`config.mk`:
```
export PLATFORM = sky130hd
export DESIGN_NAME = car_sequencer
export DESIGN_NICKNAME = d
export VERILOG_FILES = /design/src/rtl/car_sequencer_pkg.sv /design/src/rtl/car_sequencer_call_scan.sv /design/src/rtl/car_sequencer.sv
export SDC_FILE = /design/constraint.sdc
export NUM_CORES = 1
export LEC_CHECK = 0
export CAP_MARGIN = 20
export CORE_ASPECT_RATIO = 1.5
export CORE_MARGIN = 2
export CORE_UTILIZATION = 26
export CTS_CLUSTER_DIAMETER = 30
export DETAILED_ROUTE_END_ITERATION = 12
export PLACE_DENSITY_LB_ADDON = 0.2
export REMOVE_ABC_BUFFERS = 1
export SYNTH_ARGS = -nofsm -noshare
export SYNTH_HDL_FRONTEND = slang
export SYNTH_SLANG_ARGS = --single-unit
export TNS_END_PERCENT = 30
```
`constraint.sdc`:
```
create_clock -name clk -period 3 [get_ports clk]
set_clock_uncertainty 0.2 [all_clocks]
set_input_delay 0.6 -clock clk [delete_from_list [all_inputs] [get_ports clk]]
set_output_delay 0.6 -clock clk [all_outputs]
set_load 0.01 [all_outputs]
```
`src/rtl/car_sequencer_pkg.sv`:
```
`default_nettype none
// ============================================================================
// Module   : car_sequencer_pkg
// Purpose  : Shared state encodings, direction codes and floor-count default.
// Revision : 1.0
// ============================================================================
package car_sequencer_pkg;

  localparam logic [1:0] ST_IDLE      = 2'd0;
  localparam logic [1:0] ST_MOVING    = 2'd1;
  localparam logic [1:0] ST_DOOR_OPEN = 2'd2;

  localparam logic DIR_UP   = 1'b1;
  localparam logic DIR_DOWN = 1'b0;

  localparam int DEFAULT_FLOORS = 8;

endpackage
`default_nettype wire

```
`src/rtl/car_sequencer_call_scan.sv`:
```
`default_nettype none
// ============================================================================
// Module   : car_sequencer_call_scan
// Purpose  : Classifies pending calls as here / ahead / behind a floor.
// Revision : 1.0
// ============================================================================
module car_sequencer_call_scan
  import car_sequencer_pkg::*;
#(
  parameter int FLOORS  = DEFAULT_FLOORS,
  parameter int FLOOR_W = 3
) (
  input  logic [FLOORS-1:0]  calls_i,
  input  logic [FLOOR_W-1:0] floor_i,
  input  logic               dir_i,
  output logic               here_o,
  output logic               ahead_o,
  output logic               behind_o
);

  logic [FLOORS-1:0] w_here_bits;
  logic [FLOORS-1:0] w_above_bits;
  logic [FLOORS-1:0] w_below_bits;
  logic              w_above;
  logic              w_below;

  for (genvar i = 0; i < FLOORS; i++) begin : g_bit
    assign w_here_bits[i]  = calls_i[i] && (FLOOR_W'(i) == floor_i);
    assign w_above_bits[i] = calls_i[i] && (FLOOR_W'(i) >  floor_i);
    assign w_below_bits[i] = calls_i[i] && (FLOOR_W'(i) <  floor_i);
  end

  assign w_above  = |w_above_bits;
  assign w_below  = |w_below_bits;
  assign here_o   = |w_here_bits;
  assign ahead_o  = (dir_i == DIR_UP) ? w_above : w_below;
  assign behind_o = (dir_i == DIR_UP) ? w_below : w_above;

endmodule
`default_nettype wire

```
`src/rtl/car_sequencer.sv`:
```
`default_nettype none
// ============================================================================
// Module   : car_sequencer
// Purpose  : SCAN-policy motion and door sequencer for the elevator car.
// Revision : 1.0
// ============================================================================
module car_sequencer
  import car_sequencer_pkg::*;
#(
  parameter int FLOORS  = DEFAULT_FLOORS,
  parameter int FLOOR_W = 3,
  parameter int TRAVEL  = 8,
  parameter int DWELL   = 4
) (
  input  logic               clk,
  input  logic               reset,
  input  logic [FLOORS-1:0]  call_all,
  output logic [FLOOR_W-1:0] cur_floor,
  output logic               direction,
  output logic               moving,
  output logic               door_open,
  output logic               floor_reached,
  output logic [FLOORS-1:0]  clear_mask
);

  localparam int CNT_MAX = (TRAVEL > DWELL) ? TRAVEL : DWELL;
  localparam int CNT_W   = (CNT_MAX > 1) ? $clog2(CNT_MAX) : 1;
  localparam logic [CNT_W-1:0] C_TRAVEL_LOAD = CNT_W'(TRAVEL - 1);
  localparam logic [CNT_W-1:0] C_DWELL_LOAD  = CNT_W'(DWELL - 1);

  logic [1:0]         state_q,   state_d;
  logic [FLOOR_W-1:0] floor_q,   floor_d;
  logic               dir_q,     dir_d;
  logic [CNT_W-1:0]   cnt_q,     cnt_d;
  logic               reached_q, reached_d;
  logic               moving_q;
  logic               door_q;
  logic [FLOORS-1:0]  clear_q,   clear_d;

  logic [FLOORS-1:0]  w_cur_onehot;
  logic [FLOORS-1:0]  w_new_onehot;
  logic [FLOORS-1:0]  w_scan_calls;
  logic [FLOOR_W-1:0] w_next_floor;
  logic               w_here_cur, w_ahead_cur, w_behind_cur;
  logic               w_here_nxt, w_ahead_nxt;

  for (genvar i = 0; i < FLOORS; i++) begin : g_onehot
    assign w_cur_onehot[i] = (floor_q == FLOOR_W'(i));
    assign w_new_onehot[i] = (floor_d == FLOOR_W'(i));
  end

  // The served bit lingers one cycle in the register file, so hide it while the door is open.
  assign w_scan_calls = (state_q == ST_DOOR_OPEN) ? (call_all & ~w_cur_onehot) : call_all;
  assign w_next_floor = (dir_q == DIR_UP) ? (floor_q + FLOOR_W'(1)) : (floor_q - FLOOR_W'(1));

  car_sequencer_call_scan #(
    .FLOORS  (FLOORS),
    .FLOOR_W (FLOOR_W)
  ) u_scan_cur (
    .calls_i  (w_scan_calls),
    .floor_i  (floor_q),
    .dir_i    (dir_q),
    .here_o   (w_here_cur),
    .ahead_o  (w_ahead_cur),
    .behind_o (w_behind_cur)
  );

  car_sequencer_call_scan #(
    .FLOORS  (FLOORS),
    .FLOOR_W (FLOOR_W)
  ) u_scan_next (
    .calls_i  (call_all),
    .floor_i  (w_next_floor),
    .dir_i    (dir_q),
    .here_o   (w_here_nxt),
    .ahead_o  (w_ahead_nxt),
    .behind_o ()
  );

  always_comb begin
    state_d   = state_q;
    floor_d   = floor_q;
    dir_d     = dir_q;
    cnt_d     = cnt_q;
    reached_d = 1'b0;
    case (state_q)
      ST_IDLE: begin
        if (w_here_cur) begin
          state_d = ST_DOOR_OPEN;
          cnt_d   = C_DWELL_LOAD;
        end else if (w_ahead_cur) begin
          state_d = ST_MOVING;
          cnt_d   = C_TRAVEL_LOAD;
        end else if (w_behind_cur) begin
          state_d = ST_MOVING;
          dir_d   = ~dir_q;
          cnt_d   = C_TRAVEL_LOAD;
        end
      end
      ST_MOVING: begin
        if (cnt_q == '0) begin
          floor_d   = w_next_floor;
          reached_d = 1'b1;
          if (w_here_nxt) begin
            state_d = ST_DOOR_OPEN;
            cnt_d   = C_DWELL_LOAD;
          end else if (w_ahead_nxt) begin
            cnt_d   = C_TRAVEL_LOAD;
          end else begin
            state_d = ST_IDLE;
          end
        end else begin
          cnt_d = cnt_q - CNT_W'(1);
        end
      end
      ST_DOOR_OPEN: begin
        if (cnt_q == '0) begin
          if (w_ahead_cur) begin
            state_d = ST_MOVING;
            cnt_d   = C_TRAVEL_LOAD;
          end else if (w_behind_cur) begin
            state_d = ST_MOVING;
            dir_d   = ~dir_q;
            cnt_d   = C_TRAVEL_LOAD;
          end else begin
            state_d = ST_IDLE;
          end
        end else begin
          cnt_d = cnt_q - CNT_W'(1);
        end
      end
      default: begin
        state_d = ST_IDLE;
      end
    endcase
  end

  assign clear_d = (state_d == ST_DOOR_OPEN) ? w_new_onehot : '0;

  always_ff @(posedge clk) begin
    if (reset) begin
      state_q   <= ST_IDLE;
      floor_q   <= '0;
      dir_q     <= DIR_UP;
      cnt_q     <= '0;
      reached_q <= 1'b0;
      moving_q  <= 1'b0;
      door_q    <= 1'b0;
      clear_q   <= '0;
    end else begin
      state_q   <= state_d;
      floor_q   <= floor_d;
      dir_q     <= dir_d;
      cnt_q     <= cnt_d;
      reached_q <= reached_d;
      moving_q  <= (state_d == ST_MOVING);
      door_q    <= (state_d == ST_DOOR_OPEN);
      clear_q   <= clear_d;
    end
  end

  assign cur_floor     = floor_q;
  assign direction     = dir_q;
  assign moving        = moving_q;
  assign door_open     = door_q;
  assign floor_reached = reached_q;
  assign clear_mask    = clear_q;

endmodule
`default_nettype wire

```
# --- Word-level counts from Yosys, hierarchy flattened ---
# Index checks and enable logic that the tools add are counted.
word_totals:
  in_bits: 10
  ff_bits: 20
op_classes:
  muxes: 31
  n_reduce_logical: 65
  eq_ne: 35
  add_sub_neg: 3
  order_cmp: 32
  bitwise_logic: 5
ops:
  columns: ["cell", "count"]
  rows:
  - ["$logic_and 1x1->1", 48]
  - ["$reduce_or 8->1", 6]
  - ["$mux 3", 10]
  - ["$eq 3x3->1 const A", 8]
  - ["$eq 3x3->1 const B", 8]
  - ["$gt 3x3->1 const A", 8]
  - ["$lt 3x3->1 const A", 8]
  - ["$mux 2", 7]
  - ["$eq 2x3->1 const A", 4]
  - ["$eq 3x2->1 const B", 4]
  - ["$gt 1x3->1 const A", 4]
  - ["$gt 2x3->1 const A", 4]
  - ["$logic_not 3->1", 4]
  - ["$lt 1x3->1 const A", 4]
  - ["$lt 2x3->1 const A", 4]
  - ["$mux 1", 10]
  - ["$pmux 3 s3", 1]
  - ["$and 8x8->8", 1]
  - ["$mux 8", 1]
  - ["$not 8->8", 1]
  - ["$eq 1x3->1 const A", 2]
  - ["$eq 3x1->1 const B", 2]
  - ["$pmux 2 s3", 1]
  - ["$sub 3x1->3 const B", 2]
  - ["other kinds (14)", 19]

# --- Longest topological paths before layout ---
# Gate-level depths: netlist of the first run.
depth:
  word_depth: 14
  ltp_mapped: 10
  mapped_depth_nobuf: 9

# --- Cells and area by module ---
# From an unflattened synthesis of the first run, not the netlist that was laid out.
unflattened:
  hier_cells: 192
  area_unflattened_um2: 1656.6
modules_own_cells:
  columns: ["mod", "cells_per_inst", "instances", "area_per_inst_um2"]
  rows:
  - ["car_sequencer", 128, 1, 1183.6]
  - ["car_sequencer_call_scan", 32, 2, 236.5]

# --- Worst setup path before layout of the first run ---
# OpenSTA, ideal clock, no wires.
synth_timing:
  path_kind: "register -> register"
  startpoint: "reg floor_q[0], in the netlist cur_floor[0]"
  endpoint: "reg cnt_q[0]"
  slack_ns: 0.167
  path_stages_with_launch: 11
  t_arrival_ns: 2.517
  period_less_slack_ns: 2.833
  path_buffers: 1
  required_time_ns: 2.684
  path_cell_list: "dfxtp_1 -> buf_6 -> inv_2 -> ha_1 -> xnor2_1 -> o21ai_0 -> a2bb2o_2 -> a32o_1 -> a31oi_2 -> a211oi_1 -> a31o_1"
synth_via:
  elab_chain_len: 11
  elab_cells_between_ends: 127
  cone_classes: "add/sub (2); order compare (32); eq/ne (22); mux (12); bitwise (2); reduce/logical (57)"
synth_lines:
  columns: ["item", "line", "text"]
  rows:
  - ["from (decl)", "car_sequencer.sv:32", "logic [FLOOR_W-1:0] floor_q, floor_d;"]
  - ["from (signal assigned)", "car_sequencer.sv:152", "floor_q <= floor_d;"]
  - ["branches (longest 11 deep; another with $sub 3x1->3)", null, null]
  - ["to (signal assigned)", "car_sequencer.sv:154", "cnt_q <= cnt_d;"]
  - ["to (decl)", "car_sequencer.sv:34", "logic [CNT_W-1:0] cnt_q, cnt_d;"]
# Several ways; the timed one is not identified.
# A chain may end at the register's enable or synchronous reset.

# --- Worst setup path in the final report of the first run ---
layout_timing:
  startpoint: "in call_all[0]"
  endpoint: "reg clear_q[0], in the netlist clear_mask[0]"
layout_via:
  elab_chain_len: 12
  elab_cells_between_ends: 30
  cone_classes: "eq/ne (1); mux (14); bitwise (2); reduce/logical (13)"
layout_lines:
  columns: ["item", "line", "text"]
  rows:
  - ["from (decl)", "car_sequencer.sv:17", "input logic [FLOORS-1:0] call_all,"]
  - ["$and 8x8->8", "car_sequencer.sv:53", "assign w_scan_calls = (state_q == ST_DOOR_OPEN) ? (call_all & ~w_cur_onehot) : call_all;"]
  - ["$mux 8", "car_sequencer.sv:53", null]
  - ["$logic_and 1x1->1 (on tied branches)", "car_sequencer_call_scan.sv:29, car_sequencer_call_scan.sv:30", null]
  - ["$reduce_or 8->1 (on tied branches)", "car_sequencer_call_scan.sv:33, car_sequencer_call_scan.sv:34", null]
  - ["$mux 1", "car_sequencer_call_scan.sv:37", "assign behind_o = (dir_i == DIR_UP) ? w_below : w_above;"]
  - ["$mux 1 or $mux 2 (tied branches)", "car_sequencer.sv:121, car_sequencer.sv:94", null]
  - ["$mux 1 or $mux 2 (tied branches)", "car_sequencer.sv:118, car_sequencer.sv:91", null]
  - ["$mux 2 (on tied branches)", "car_sequencer.sv:117, car_sequencer.sv:88", null]
  - ["$pmux 2 s3 (*)", "car_sequencer.sv:86", "case (state_q)"]
  - ["$eq 2x2->1 (*)", "car_sequencer.sv:138", "assign clear_d = (state_d == ST_DOOR_OPEN) ? w_new_onehot : '0;"]
  - ["$not 1->1 (no line) (*)", null, null]
  - ["$reduce_or 2->1 (no line) (*)", null, null]
  - ["to (signal assigned)", "car_sequencer.sv:158", "clear_q <= clear_d;"]
  - ["to (decl)", "car_sequencer.sv:38", "logic [FLOORS-1:0] clear_q, clear_d;"]
# Mark *: on every way between the ends. The rest lies on a longest branch, timed or not.

==> results of run 1 <==
==> layout make-up <==
class | count | area (sq um)
Multi-Input combinational cell | 176 | 1319
Clock inverter | 1 | 30.03
Clock buffer | 3 | 41.29
Sequential cell | 20 | 400.4
Tap cell | 76 | 95.09
Fill cell | 672 | 4175
Timing Repair Buffer | 47 | 425.4
Inverter | 12 | 45.04
==> layer usage <==
metal  up-vias  global-route usage [%]
met3        11                   1.061
met4         0                   5.121
met5         -                       0
li1        890                       -
met1       833                   15.43
met2        31                   26.98
==> worst max-delay path, cell delays in order <==
cell and delay [ps]:
clkdlybuf4s50_1 410, nor2b_1 140, o2111ai_2 250, o311ai_4 160, or4_4 590, o21ai_4 200
o21bai_4 140, nor4_1 300
==> how the worst max path moves through the flow <==
stage / endpoint / startpoint / cells after the start
floorplan: cnt_q[0] / cur_floor[0] / 9
global placement: clear_mask[4] / call_all[0] / 8
detailed placement: clear_mask[4] / call_all[0] / 8
CTS: cnt_q[0] / cur_floor[0] / 9
global route: cnt_q[0] / cur_floor[0] / 9
finish: clear_mask[0] / call_all[0] / 8
==> logic make-up after synthesis <==
logic type | after synthesis | synth area share [%]
muxes | 8 | 6.011
buffers and inverters | 23 | 6.860
xor gates and xnor gates | 8 | 4.385
DFF | 20 | 22.63
and+or+nand+nor | 78 | 22.70
adders and majority gates | 12 | 8.486
AOI/OAI and AO/OA | 70 | 28.93
==> report_power, final <==
part           internal (mW)  switching (mW)
clock network          0.178          0.0935
logic                  0.442           0.569
registers              0.320          0.0464
==> cells in the final DEF, fill, tap and decap left out, types with 3 or more instances in the layout <==
cell type / n
clkdlybuf4s50_1: 24
buf_4: 22
dfxtp_1: 20
nor2_1: 18
nand2_1: 17
a21oi_1: 13
ha_1: 12
inv_1: 10
o21ai_0: 10
nor3_1: 10
a211oi_1: 6
nand3_1: 5
mux2i_1: 5
nor4_1: 5
xnor2_1: 4
o22ai_1: 4
or2_2: 4
o21ai_1: 3
nand2b_1: 3
clkbuf_8: 3
==> per-stage QoR <==
stage | instance area [sq um] | hold WS, ps | instances
global placement | 2206 | 317.9 | 330
finish | 2356 | 330.9 | 335
global route | 2356 | 370.0 | 335
detailed placement | 2206 | 330.5 | 330
CTS | 2277 | 345.0 | 334
floorplan | 1693 | 263.9 | 208
==> timing repair <==
item | CTS | global route
endpoints found under the setup margin | 0 | 13
buffers inserted | 0 | 1
resized for setup | 0 | 13
==> state kept, by name, summed over array words and instances (netlist names) <==
| register | count |
|---|---|
| cnt_q | 3 |
| door_open | 1 |
| moving | 1 |
| direction | 1 |
| cur_floor | 3 |
| floor_reached | 1 |
| state_q | 2 |
| clear_mask | 8 |
==> impl_metrics.toml, run 1 <==
[drt]
met1_length_um = 2056
antenna_left = 0
totalWireLength_um = 5211
vias = 1765
drc = 0
avgViaCountPerCell = 5.269
drtIter0Drc = 46
routedWlPerCell_um = 15.56
wl_met2_um = 2892
routed.top_layer = "met4"
wl_met3_um = 117
first_pass_iters = 4

[pwr]
total_power_mw = 1.650
p_leak_nw = 0.8602
power_density_nw_per_um2 = 700.1
ir_drop_uv = 248.1

[sta]
setup_ws_ps = 158.8
max-slew-margin-rel_pct = 66.67
worstMarginPinSlew_ps = 499.2
setup_viol = 0
fin_crit_sh_pct = 94.71
tns_ps = 0
finalHoldViolCount = 0
slew_violations = 0
fmax_mhz = 352.0
period_needed_ps = 2841

[run]
cap_violations = 0

[floorplan]
placementRows = 36
die_x_um = 71.35
die_y_um = 105.0
die-area_sq_um = 7494
start_util_pct = 27.09
ioPinCount = 25
core_sq_um = 6531

[logic_synthesis]
yosysSeqAreaShare_pct = 22.63
synth_area_sq_um = 1769
yosysTopAreaCell = "dfxtp_1"
synth-async-reset-ratio_pct = 0
synthFlopType = "dfxtp_1"
netlist_instances = 219
synth_cell_type_count = 64
ys_ff_latch = 20
synth_area_leaders = "dfxtp_1 23%, ha_1 8.5%, a21oi_1 4.0%, nor2_1 3.8%, nand2_1 3.6%"
synth_common_cells = "20 x dfxtp_1, 18 x nor2_1, 17 x nand2_1"
synth_area_per_cell_sq_um = 8.079
netlist.area_leader.share_pct = 22.63
synth_warnings = 0
synth-edff-count = 0
synth.most_common_cell = "dfxtp_1"

[placed_design]
post-place-ws_ps = -126.8
hpwl_um = 4160
routabilityCongestion = 0.8391
portBuffers = 24

[min_path]
hold_path_class = "flip-flop to flip-flop"
hold_depth = 1
worstHoldStart = "cnt_q[1]"
hold_end = "cnt_q[1]"

[cts]
holdBufCountCts = 0
clk_pin_slew_ps = 80
cts_max_level = 1
clock-sinks = 20
root_buffer = "clkbuf_8"
clockBufferDepth = 2
cts_tree = "built"
cts_inserted_buffers = 3
clk_latency_ps = 260

[setup_path]
startpoint_type = "input port"
critPathKind = "input port to flip-flop"
worst_ep_arrival_time_ps = 2800
path_max_fanout = 9
worst-r2r-cell-count = 10
worst_ep_required_time_ps = 2960
rr_endpoint = "clear_mask[0]"
r2r_slack_ps = 160
rr_startpoint = "cur_floor[0]"
cp-end-kind = "flip-flop"

[run_status]
outcome = "finished clean"

[cells_and_area]
syn2layout_area_growth_pct = 33.17
postLayoutCoreUtil_pct = 36.07
layout-drive-gt1-share_pct = 22.39
antennaDiodeCount = 0
nets = 282

[grt]
first_global_vias = 1814
antenna_found_initial = 0
grt_pass1_wl_um = 8583
track_usage_pct = 14.04
grt-ovfl-total = 0
grt_max_degree = 24
Power figures use the tool's default switching activity.
==> run 2, diff against run 1 <==
--- a/config.mk
+++ b/config.mk
@@ -11,6 +11,7 @@
 export CORE_UTILIZATION = 26
 export CTS_CLUSTER_DIAMETER = 30
 export DETAILED_ROUTE_END_ITERATION = 12
+export MAX_ROUTING_LAYER = met4
 export PLACE_DENSITY_LB_ADDON = 0.2
 export REMOVE_ABC_BUFFERS = 1
 export SYNTH_ARGS = -nofsm -noshare
==> impl_metrics.toml, run 2 (synthesized netlist as in run 1, its figures left out) <==
[drt]
totalWireLength_um = 5137
vias = 1798
first_pass_iters = 4
drc = 0
antenna_left = 0
avgViaCountPerCell = 5.399
routedWlPerCell_um = 15.43
drtIter0Drc = 41

[run_status]
outcome = "finished clean"

[pwr]
p_int_mw = 0.9367
ir_drop_uv = 196.3
p_leak_nw = 0.8402
p_sw_mw = 0.7025
seqPwrFrac_pct = 22.3
swShare_pct = 42.86
power_density_nw_per_um2 = 711.2
clockPowerShare_pct = 16.6
power_frac_comb_pct = 61.1
total_power_mw = 1.639

[cells_and_area]
fillCellCount = 672
final_common_cell = "clkdlybuf4s50_1"
final_cell_count_no_fill = 333
antennaDiodeCount = 0
largest_reg_flops = 8
final_cell_mix = "24 x clkdlybuf4s50_1, 20 x dfxtp_1, 20 x buf_4, 18 x nor2_1, 17 x nand2_1"
postLayoutCoreUtil_pct = 35.29
nets = 280
layout-drive-gt1-share_pct = 20.62
final_area_sq_um = 2305
syn2layout_area_growth_pct = 30.27

[cts]
clock-sinks = 20
holdBufCountCts = 0
cts_max_level = 1
cts_tree = "built"
clk_latency_ps = 260
cts_inserted_buffers = 3
clockBufferDepth = 2
clk_pin_slew_ps = 80
root_buffer = "clkbuf_8"

[sta]
worstMarginPinSlew_ps = 531.1
grt_setup_unrepaired = "false"
period_needed_ps = 2845
max-slew-margin-rel_pct = 64.52
hold_ws_ps = 324.9
finalHoldViolCount = 0
tns_ps = 0
setup_ws_ps = 154.9
fmax_mhz = 351.5
fin_crit_sh_pct = 94.84
setup_viol = 0
slew_violations = 0

[floorplan]
die_x_um = 71.35
die-area_sq_um = 7494
ioPinCount = 25
core_sq_um = 6531
die_y_um = 105.0
placementRows = 36
start_util_pct = 27.09

[placed_design]
hpwl_um = 4136
post-place-ws_ps = -94.73
routabilityCongestion = 0.8707
dpl_cell_area_sq_um = 2198
place_inst = 329
portBuffers = 24

[grt]
grt-ovfl-total = 0
gr-usage-met3_pct = 1.350
grt_use_met2_pct = 26.92
top_usage_layer = "met2"
grt_max_degree = 24
grt_pass1_wl_um = 8956
grt_use_met1_pct = 16.48
antenna_found_initial = 0
track_usage_pct = 15.05
first_global_vias = 1868

[setup_path]
worst_ep_required_time_ps = 2970
startpoint_type = "flip-flop"
path_max_fanout = 9
worst_ep_arrival_time_ps = 2820
cp-end-kind = "flip-flop"
critPathKind = "flip-flop to flip-flop"

[min_path]
hold_path_class = "flip-flop to flip-flop"

[run]
cap_violations = 0
run 2: cell count changes in the layout (fill, tap and decap cells not counted), sizes merged:
cell | previous run | this run
buf | 23 | 21
run 2: final cells by class:
cell class	count	area [sq um]	share of cell area [%]
clock buffer	3	41.29	1.792
clock inverter	1	30.03	1.303
inverter	12	45.04	1.954
multi-input combinational	176	1282	55.65
sequential	20	400.4	17.37
tap	76	95.09	4.126
timing repair buffer	45	410.4	17.81
run 2: final timing paths:
check | startpoint | endpoint | slack, ps | cells past startpoint
worst min-delay path | cnt_q[1] | cnt_q[1] | 320 | 1
worst min register to register | cnt_q[1] | cnt_q[1] | 320 | 1
worst max register to register | cur_floor[1] | clear_mask[4] | 150 | 9
worst max-delay path | cur_floor[1] | clear_mask[4] | 150 | 9
run 2: worst max-delay path, stage by stage, from the launching register on:
cell and delay [ps]:
dfxtp_1 320, inv_1 200, ha_2 300, nor2b_1 70
o2111ai_1 240, o311ai_2 210, or4_4 600, o21ai_4 200
o21bai_4 130, nor4_1 270
run 2: per-layer routing:
layer | share of wire [%] | wire length (um)
met5 | 0 | 0
met4 | 3.8 | 193
met3 | 2.5 | 127
met2 | 53 | 2726
met1 | 41 | 2090
run 2: power by group through the flow:
stage	registers, mW	clock network [mW]	logic [mW]
2_1_floorplan	0.390	0	0.611
3_3_place_gp	0.373	0	0.978
3_5_place_dp	0.372	0	0.976
4_1_cts	0.367	0.278	0.979
5_1_grt	0.374	0.293	1.11
6_report	0.365	0.272	1.00
run 2: what timing repair did:
action,4_1_cts,5_1_grt
setup endpoints to repair,0,13
resized for setup,0,8
setup buffers,0,0
endpoints found under the hold margin,0,0
==> run 3, diff against run 2 <==
--- a/config.mk
+++ b/config.mk
@@ -12,7 +12,7 @@
 export CTS_CLUSTER_DIAMETER = 30
 export DETAILED_ROUTE_END_ITERATION = 12
 export MAX_ROUTING_LAYER = met4
-export PLACE_DENSITY_LB_ADDON = 0.2
+export PLACE_DENSITY = 0.42
 export REMOVE_ABC_BUFFERS = 1
 export SYNTH_ARGS = -nofsm -noshare
 export SYNTH_HDL_FRONTEND = slang
==> impl_metrics.toml, run 3 (synthesized netlist as in run 1, its figures left out) <==
[cells_and_area]
fillCellCount = 674
largest_reg_flops = 8
layout-drive-gt1-share_pct = 22.52
syn2layout_area_growth_pct = 33.45
final_common_cell = "buf_4"
final_area_sq_um = 2361
antennaDiodeCount = 0
postLayoutCoreUtil_pct = 36.15
nets = 285
final_cell_mix = "25 x buf_4, 24 x clkdlybuf4s50_1, 19 x dfxtp_1, 18 x nor2_1, 17 x nand2_1"
final_cell_count_no_fill = 338

[floorplan]
ioPinCount = 25
placementRows = 36
start_util_pct = 27.09
core_sq_um = 6531
die-area_sq_um = 7494
die_y_um = 105.0
die_x_um = 71.35

[grt]
first_global_vias = 1806
grt-ovfl-total = 0
antenna_found_initial = 0
grt_max_degree = 23
track_usage_pct = 14.73
grt_pass1_wl_um = 8707

[pwr]
p_int_mw = 0.9702
p_leak_nw = 0.8613
total_power_mw = 1.694
power_density_nw_per_um2 = 717.5
seqPwrFrac_pct = 21.1
swShare_pct = 42.72
p_sw_mw = 0.7237
power_frac_comb_pct = 62.7
clockPowerShare_pct = 16.2
ir_drop_uv = 243.1

[sta]
tns_ps = 0
setup_ws_ps = 175.1
finalHoldViolCount = 0
hold_ws_ps = 306.6
fmax_mhz = 354.0
max-slew-margin-rel_pct = 64.38
setup_viol = 0
period_needed_ps = 2825
slew_violations = 0
worstMarginPinSlew_ps = 534.3
fin_crit_sh_pct = 94.16
grt_setup_unrepaired = "false"

[placed_design]
post-place-ws_ps = -123.9
dpl_cell_area_sq_um = 2236
portBuffers = 24
routabilityCongestion = 0.8351
hpwl_um = 4317
place_inst = 334

[setup_path]
crit_chain = "clkdlybuf4s50_1 > nor2b_1 > o2111ai_2 > o311ai_4 > or4_4 > o21ai_4 > o21bai_4 > nor4_1"
worst_ep_required_time_ps = 2970
max_stage_delay_ps = 600
worst_path_max_delay_cell = "or4_4"
critPathKind = "input port to flip-flop"
path_max_fanout = 9
cp-end-kind = "flip-flop"
startpoint_type = "input port"
worst_ep_arrival_time_ps = 2800

[cts]
cts_max_level = 1
cts_tree = "built"
holdBufCountCts = 0
root_buffer = "clkbuf_8"
clk_latency_ps = 260
clk_pin_slew_ps = 80
clock-sinks = 20
clockBufferDepth = 2
cts_inserted_buffers = 3

[drt]
drtIter0Drc = 61
wl_met3_um = 126
avgViaCountPerCell = 5.337
vias = 1804
routedWlPerCell_um = 16.14
antenna_left = 0
routed.top_layer = "met4"
met1_length_um = 2191
first_pass_iters = 4
drc = 0
totalWireLength_um = 5457
wl_met2_um = 3004

[run_status]
outcome = "finished clean"

[min_path]
hold_path_class = "flip-flop to flip-flop"

[run]
cap_violations = 0
run 3: timing repair:
item                                    CTS  global route
endpoints found under the setup margin    0            12
gates resized for setup                   0            10
buffers inserted                          0             0
run 3: path summary, 6_finish.rpt:
path | to | depth (start not counted) | from | slack, ps
setup reg to reg | clear_mask[2] | 10 | cur_floor[0] | 180
hold reg to reg | cnt_q[1] | 1 | cnt_q[1] | 310
hold / removal | cnt_q[1] | 1 | cnt_q[1] | 310
setup / recovery | clear_mask[2] | 8 | call_all[0] | 180
run 3: power by group through the flow:
stage | combinational [mW] | sequential, mW | clock (mW)
6_report | 1.06 | 0.358 | 0.275
3_5_place_dp | 1.03 | 0.363 | 0
4_1_cts | 1.03 | 0.356 | 0.280
3_3_place_gp | 1.04 | 0.365 | 0
5_1_grt | 1.16 | 0.364 | 0.294
2_1_floorplan | 0.611 | 0.390 | 0
run 3: per-layer routing:
| metal | vias up | global-route usage, % |
|---|---|---|
| met5 | - | - |
| met1 | 858 | 15.78 |
| met2 | 34 | 26.52 |
| met4 | 0 | 7.412 |
| li1 | 902 | - |
| met3 | 10 | 1.061 |
run 3: critical path: cells and delay by family:
family | cells | cell delay [ps]
AOI/OAI and AO/OA | 4 | 750
and+or+nand+nor | 3 | 1030
buffers and inverters | 1 | 410
run 3: final cells by class:
cell class                 count  area (sq um)  area share, %
clock inverter                 1         30.03          1.272
sequential                    20         401.6          17.01
timing repair buffer          50         447.9          18.97
clock buffer                   3         41.29          1.749
tap                           76         95.09          4.028
multi-input combinational    176          1300          55.06
inverter                      12         45.04          1.908
